File: src/rtl/mem_arbiter_if.sv
// Line-refill / write-back port shared by the caches, the arbiter and memory.
// A requester holds read or write (level) with addr/wdata until it sees a
// one-cycle ready pulse; rdata is valid together with ready.
//   master : drives read, write, addr, wdata; receives rdata, ready
//   slave  : receives read, write, addr, wdata; drives rdata, ready
interface mem_arbiter_if #(
    parameter int ADDR_W = 28,
    parameter int DATA_W = 128
) ();
    logic              read;
    logic              write;
    logic [ADDR_W-1:0] addr;
    logic [DATA_W-1:0] wdata;
    logic [DATA_W-1:0] rdata;
    logic              ready;

    modport master (output read, write, addr, wdata, input rdata, ready);
    modport slave  (input read, write, addr, wdata, output rdata, ready);
endinterface

File: src/rtl/mem_arbiter.sv
// Round-robin arbiter sharing one line memory port between I-cache and D-cache.
// The winning command is registered onto the memory port and the memory ready
// pulse is forwarded only to the owning client.
//   clk, rst_n : clock, asynchronous active-low reset
//   i_port     : I-cache request port (slave)
//   d_port     : D-cache request port (slave)
//   mem_port   : memory command port (master)
//   busy       : high whenever the arbiter is not idle
//
// state | meaning
// IDLE  | no transaction; sample requests and grant
// GNT_I | I-cache owns memory, waiting for mem_ready
// GNT_D | D-cache owns memory, waiting for mem_ready
// REL   | command deasserted for one cycle so the owner can drop its request
module mem_arbiter #(
    parameter int ADDR_W = 28,
    parameter int DATA_W = 128
) (
    input  logic          clk,
    input  logic          rst_n,
    mem_arbiter_if.slave  i_port,
    mem_arbiter_if.slave  d_port,
    mem_arbiter_if.master mem_port,
    output logic          busy
);
    typedef enum logic [1:0] {IDLE, GNT_I, GNT_D, REL} state_t;

    state_t            state_q, state_d;
    logic              last_d_q;   // 1: D was granted last, so I wins a tie
    logic              read_q, write_q;
    logic [ADDR_W-1:0] addr_q;
    logic [DATA_W-1:0] wdata_q;
    logic              i_req, d_req;
    logic              grant_i, grant_d;

    assign i_req = i_port.read | i_port.write;
    assign d_req = d_port.read | d_port.write;

    always_comb begin
        state_d = state_q;
        grant_i = 1'b0;
        grant_d = 1'b0;
        case (state_q)
            IDLE: begin
                if (i_req && d_req) begin
                    if (last_d_q) grant_i = 1'b1;
                    else          grant_d = 1'b1;
                end else if (i_req) begin
                    grant_i = 1'b1;
                end else if (d_req) begin
                    grant_d = 1'b1;
                end
                if (grant_i)      state_d = GNT_I;
                else if (grant_d) state_d = GNT_D;
            end
            GNT_I, GNT_D: begin
                if (mem_port.ready) state_d = REL;
            end
            REL:     state_d = IDLE;
            default: state_d = IDLE;
        endcase
    end

    // Read+write together is executed as a write.
    always_ff @(posedge clk or negedge rst_n) begin
        if (!rst_n) begin
            state_q  <= IDLE;
            last_d_q <= 1'b0;
            read_q   <= 1'b0;
            write_q  <= 1'b0;
            addr_q   <= '0;
            wdata_q  <= '0;
        end else begin
            state_q <= state_d;
            if (grant_i) begin
                addr_q   <= i_port.addr;
                wdata_q  <= i_port.wdata;
                write_q  <= i_port.write;
                read_q   <= i_port.read & ~i_port.write;
                last_d_q <= 1'b0;
            end else if (grant_d) begin
                addr_q   <= d_port.addr;
                wdata_q  <= d_port.wdata;
                write_q  <= d_port.write;
                read_q   <= d_port.read & ~d_port.write;
                last_d_q <= 1'b1;
            end else if (state_d == REL) begin
                read_q  <= 1'b0;
                write_q <= 1'b0;
            end
        end
    end

    assign mem_port.read  = read_q;
    assign mem_port.write = write_q;
    assign mem_port.addr  = addr_q;
    assign mem_port.wdata = wdata_q;

    assign i_port.rdata = mem_port.rdata;
    assign d_port.rdata = mem_port.rdata;
    assign i_port.ready = (state_q == GNT_I) & mem_port.ready;
    assign d_port.ready = (state_q == GNT_D) & mem_port.ready;

    assign busy = (state_q != IDLE);
endmodule

File: src/flat_wrapper.sv
// flat-port wrapper written by rule: the top's interface ports become plain ports
module mem_arbiter_flat 
#(
    parameter int ADDR_W = 28,
    parameter int DATA_W = 128
)
  (clk, rst_n, busy, i_port_read, i_port_write, i_port_addr, i_port_wdata, i_port_rdata, i_port_ready, d_port_read, d_port_write, d_port_addr, d_port_wdata, d_port_rdata, d_port_ready, mem_port_read, mem_port_write, mem_port_addr, mem_port_wdata, mem_port_rdata, mem_port_ready);
  mem_arbiter_if #(.ADDR_W(ADDR_W), .DATA_W(DATA_W)) i_port_i ();
  mem_arbiter_if #(.ADDR_W(ADDR_W), .DATA_W(DATA_W)) d_port_i ();
  mem_arbiter_if #(.ADDR_W(ADDR_W), .DATA_W(DATA_W)) mem_port_i ();
  input  logic clk;
  input  logic rst_n;
  output logic busy;
  input wire logic [$bits(i_port_i.read)-1:0] i_port_read;
  input wire logic [$bits(i_port_i.write)-1:0] i_port_write;
  input wire logic [$bits(i_port_i.addr)-1:0] i_port_addr;
  input wire logic [$bits(i_port_i.wdata)-1:0] i_port_wdata;
  output wire logic [$bits(i_port_i.rdata)-1:0] i_port_rdata;
  output wire logic [$bits(i_port_i.ready)-1:0] i_port_ready;
  input wire logic [$bits(d_port_i.read)-1:0] d_port_read;
  input wire logic [$bits(d_port_i.write)-1:0] d_port_write;
  input wire logic [$bits(d_port_i.addr)-1:0] d_port_addr;
  input wire logic [$bits(d_port_i.wdata)-1:0] d_port_wdata;
  output wire logic [$bits(d_port_i.rdata)-1:0] d_port_rdata;
  output wire logic [$bits(d_port_i.ready)-1:0] d_port_ready;
  output wire logic [$bits(mem_port_i.read)-1:0] mem_port_read;
  output wire logic [$bits(mem_port_i.write)-1:0] mem_port_write;
  output wire logic [$bits(mem_port_i.addr)-1:0] mem_port_addr;
  output wire logic [$bits(mem_port_i.wdata)-1:0] mem_port_wdata;
  input wire logic [$bits(mem_port_i.rdata)-1:0] mem_port_rdata;
  input wire logic [$bits(mem_port_i.ready)-1:0] mem_port_ready;
  assign i_port_i.read = i_port_read;
  assign i_port_i.write = i_port_write;
  assign i_port_i.addr = i_port_addr;
  assign i_port_i.wdata = i_port_wdata;
  assign i_port_rdata = i_port_i.rdata;
  assign i_port_ready = i_port_i.ready;
  assign d_port_i.read = d_port_read;
  assign d_port_i.write = d_port_write;
  assign d_port_i.addr = d_port_addr;
  assign d_port_i.wdata = d_port_wdata;
  assign d_port_rdata = d_port_i.rdata;
  assign d_port_ready = d_port_i.ready;
  assign mem_port_read = mem_port_i.read;
  assign mem_port_write = mem_port_i.write;
  assign mem_port_addr = mem_port_i.addr;
  assign mem_port_wdata = mem_port_i.wdata;
  assign mem_port_i.rdata = mem_port_rdata;
  assign mem_port_i.ready = mem_port_ready;
  mem_arbiter #(.ADDR_W(ADDR_W), .DATA_W(DATA_W)) u_core (.clk(clk), .rst_n(rst_n), .i_port(i_port_i), .d_port(d_port_i), .mem_port(mem_port_i), .busy(busy));
endmodule
File: config.mk
export PLATFORM = sky130hd
export DESIGN_NAME = mem_arbiter_flat
export DESIGN_NICKNAME = d
export VERILOG_FILES = /design/src/rtl/mem_arbiter_if.sv /design/src/rtl/mem_arbiter.sv /design/src/flat_wrapper.sv
export SDC_FILE = /design/constraint.sdc
export NUM_CORES = 1
export LEC_CHECK = 0
export ABC_AREA = 1
export BUFFER_PORTS_ARGS = -buffer_cell sky130_fd_sc_hd__buf_2
export CORE_AREA = 4 4 337 339
export DETAILED_ROUTE_END_ITERATION = 7
export DIE_AREA = 0 0 341 343
export PLACE_DENSITY = 0.31
export RECOVER_POWER = 50
export SYNTH_ARGS = -nofsm -noshare
export SYNTH_HDL_FRONTEND = slang
export SYNTH_SLANG_ARGS = --single-unit
File: constraint.sdc
create_clock -name clk -period 1.6 [get_ports clk]
set_clock_uncertainty 0.15 [all_clocks]
set_input_delay 0.08 -clock clk [delete_from_list [all_inputs] [get_ports clk]]
set_output_delay 0.08 -clock clk [all_outputs]
set_load 0.01 [all_outputs]
# Word level (Yosys, flattened, before mapping)
# Cells that the tools add are included.
# totals
wordCells	50
output_inout_bits	417
reg_bits	161
# op_classes
n_eq_ne	4
n_reduce_logical	6
bitwise_logic	8
mux	26
# ops
cell	n
128-bit two-way mux	2
28-bit two-way mux	2
1-bit two-way mux	18
2-bit == test, second input constant	3
2-bit two-way mux	3
2-bit one-hot mux with 3 select lines	1
1-bit bitwise AND	4
2-bit nonzero test	2
3-bit nonzero test	1
2-bit by 1-bit == test with 1-bit output, second input constant	1
2-bit zero test	1
1-bit NOT	2
1-bit OR	2
2-bit OR reduction	1
1-bit logical AND	1

# Logic depth before layout (Yosys ltp)
# depth
ltp_word	12
depth_mapped	11
depth_no_buf	10

# Worst setup path before layout
# No wires, ideal clock.
# synth_path
path_type	reg2reg
from	reg u_core.state_q[0]
to	reg u_core.addr_q[18] (netlist: u_core.mem_port.addr[18])
setup_ns	0.123
path_stages_with_launch	9
t_arrival_ns	1.409
required_ns	1.327
slack_ns	-0.082
path_cell_list	dfrtp_1 > inv_1 > ha_1 > nand3_2 > buf_2 > clkbuf_1 > o21ai_0 > o21ai_0 > nand2_1
# synth_between
elab_chain_cells	3
# synth_rtl
item	line_no	rtl
from (decl)	mem_arbiter.sv:28	state_t state_q, state_d;
from (signal assigned)	mem_arbiter.sv:74	state_q <= state_d;
2-bit zero test *	mem_arbiter.sv:43	case (state_q)
1-bit two-way mux	mem_arbiter.sv:43	
28-bit two-way mux / 2-bit nonzero test (equally long branches)	n/a	
to (signal assigned)	mem_arbiter.sv:76	addr_q <= i_port.addr;
to (signal assigned)	mem_arbiter.sv:82	addr_q <= d_port.addr;
to (decl)	mem_arbiter.sv:31	logic [ADDR_W-1:0] addr_q;
# Mark *: on every way between the ends. The rest lies on a longest branch, timed or not.
# A chain may end at the register's enable or synchronous reset.

# Worst setup path in the final report
# layout_path
from	reg u_core.state_q[0]
to	reg u_core.addr_q[21] (netlist: u_core.mem_port.addr[21])
# The elaborated chain is that of the path after synthesis.

==> results.ini <==
[run_status]
status=finished with violations
violations=setup timing

[critical_path]
worstSetupPathType=reg -> reg
reg2reg_depth=10
cp_max_fo=14
cp-end-kind=flip-flop
rrSetupSlack_ns=-0.25
critical_path_arrival_ns=2.07
reg2reg_to=u_core.mem_port.addr[21]
cp_data_required_time_ns=1.82
crit_path_start_kind=flip-flop
regToRegStartpoint=u_core.state_q[0]

[placed_design]
dpl.cell_count=3040
gp_congestion=0.764
dpl.hpwl_um=36300
port_buffers=479
place_area_mm2=0.0127
pre_cts_slack_ns=-0.328

[layout]
drive_gt1_share_pct=35.9
finalNetCount=2359
final_area_mm2=0.0173
regArea_mm2=0.00403
fin_cells=3412
area_delta_synth_final_pct=75.6
fillCellCount=12604
multi_input_area_mm2=0.00320

[hold_path]
hp-class=in -> out
hold_start=mem_port_rdata[6]
min_to=d_port_rdata[6]
min_path_cells=0

[drt]
drt-total-wl_um=50000
ant_nets=0
drt_iter0_markers=438
routedWlPerCell_um=14.6
vias_per_cell=2.98
post-route-drc-count=0
drtPass1Iterations=4
num_vias=10164

[die]
die_w_um=341
io_pins=864
dieArea_mm2=0.117
die_h_um=343
core_area_mm2=0.110
row_count=122
start_util_pct=8.93

[synth]
syn_nets=1760
synth_top_family_by_area=buffers and inverters
synth-simple-area-share_pct=13.1
synthArstFlopShare_pct=100
synth_edf_count=0
synth_xor_area_share_pct=0
syn_area_mm2=0.00986
netlist_top_cells_area=dfrtp_1, buf_4, o21ai_0, nand2_1, inv_1
ys_ff_latch=161
synth-compound-area-share_pct=16.1
yosys_most_used_dff=dfrtp_1
syn_inst=1310
synth.yosys.seq_area_share_pct=40.9
synth_common_cells=nand2_1, buf_4, o21ai_0, inv_1, dfrtp_1
yosys.area.top_type_share_pct=40.9
synth.area.mux_share_pct=0
yosys.area.top_type=dfrtp_1
yosysUniqueCellTypes=19
synth_fa_ha_area_share_pct=0.381
yosysWarnings=0
synth.avg_cell_area_um2=7.53
synth_most_common_cell=nand2_1

[clock_tree]
htreeDepth=4
cts_tree=yes
clockRootBuffer=clkbuf_16
clk_path_buf_depth=2
clock_sinks=161
clk_pin_slew_ns=0.09
cts_buffers=17
clock_latency_ns=0.50

[run]
cap_violations=0

[grt]
busiest_layer=met2
grt_use_met3_pct=4.55
grt_pass1_vias=10597
met1_usage_pct=8.58
antenna_found_initial=2
track_usage_pct=8.03
grt_pass1_wl_um=68400
grt-ovfl-total=0
grt_max_degree=79
grt_use_met2_pct=12.2

[timing]
finalSetupViolCount=161
worst_pin_slew_ns=0.948
min_period_over_period_pct=116
drv_slew=0
postLayoutSetupSlackWorst_ns=-0.252
fmax_mhz=540
relSlewSlack_pct=36.8
rsz0062_at_grt=yes
hold_violations=0
fin_crit_ns=1.85

[pwr]
powerDensity_mw_per_mm2=1720
ir_drop_v=0.000989
power_leakage_nw=8.57

-- logic make-up (layout without fill, tap and decap cells) --
logic type      count (synthesis)  in the layout
fa+ha+maj                       3              3
simple gates                  338            338
flops                         161            161
compound gates                316            316
buf+inv                       492           1104
other cells                     0              2
-- routing by layer --
layer	vias up	routed length [um]	share of wire (%)
met3	140	5640	11
met5	-	57	0.11
met4	2	2820	5.7
met2	512	22100	44
li1	5027	-	-
met1	4483	19400	39
-- repair_timing --
action,in CTS,in global routing
hold buffers,318,0
pin swaps,3,4
cloned,1,10
endpoints found under the hold margin,321,0
resized for setup,120,95
endpoints found under the setup margin,162,162
buffers inserted,3,9
-- critical path, cell delays in order, from the launching register on --
cell       delay, ns
dfrtp_1         0.39
inv_2           0.08
ha_4            0.19
nand3_4         0.12
buf_12          0.17
nand2_8         0.07
inv_8           0.05
buf_12          0.15
clkbuf_16       0.19
nand2_1         0.05
nand2_1         0.05
-- worst max path at each step --
stage | startpoint | to
2_1_floorplan | u_core.state_q[0] | u_core.mem_port.wdata[11]
3_3_place_gp | u_core.state_q[0] | u_core.mem_port.wdata[48]
3_5_place_dp | u_core.state_q[0] | u_core.mem_port.wdata[50]
4_1_cts | u_core.state_q[1] | busy
5_1_grt | u_core.state_q[0] | u_core.mem_port.addr[23]
6_report | u_core.state_q[0] | u_core.mem_port.addr[21]
-- stage by stage --
stage	util, %	hold slack, ns	TNS, ns	total power [mW]
finish	15.7	0.0100	-32.84	29.8
global route	15.7	0.0100	-48.40	32.8
CTS	15.3	-0.0398	-34.44	28.8
detailed placement	11.6	-0.0716	-43.65	22.4
global placement	11.6	-0.0746	-44.23	22.5
floorplan	-	-0.366	0	15.5
-- flip-flops by register name (all words and copies together), names as in the netlist --
register / cells
u_core.last_d_q: 1
u_core.mem_port.addr: 28
u_core.mem_port.read: 1
u_core.mem_port.wdata: 128
u_core.mem_port.write: 1
u_core.state_q: 2
-- area by class of cell --
class / instances / share of cell area [%]
repair buffers: 904 / 40.4
flip-flops and latches: 161 / 23.3
multi-input cells: 657 / 18.5
well taps: 1488 / 10.8
inverters: 168 / 3.71
clock buffers: 21 / 2.60
clock inverters: 11 / 0.751
diodes: 2 / 0.0289
-- power by group --
group | internal, mW | total (mW) | switching [mW]
Sequential | 6.33 | 7.71 | 1.38
Combinational | 7.93 | 17.8 | 9.82
Clock | 2.35 | 4.37 | 2.02
-- placed cells by master (no fill, tap or decap), types with 4 or more instances in the layout --
master,n
buf_12,16
buf_16,5
buf_2,475
buf_4,41
buf_6,19
buf_8,16
clkbuf_1,7
clkbuf_16,25
clkinv_4,4
dfrtp_1,161
dlygate4sd3_1,317
inv_1,160
inv_2,6
nand2_1,274
nand2_2,48
nand3_1,7
o21ai_0,191
o21ai_1,110
o21ai_2,10
Note: power is estimated with default switching activity, not from simulation.
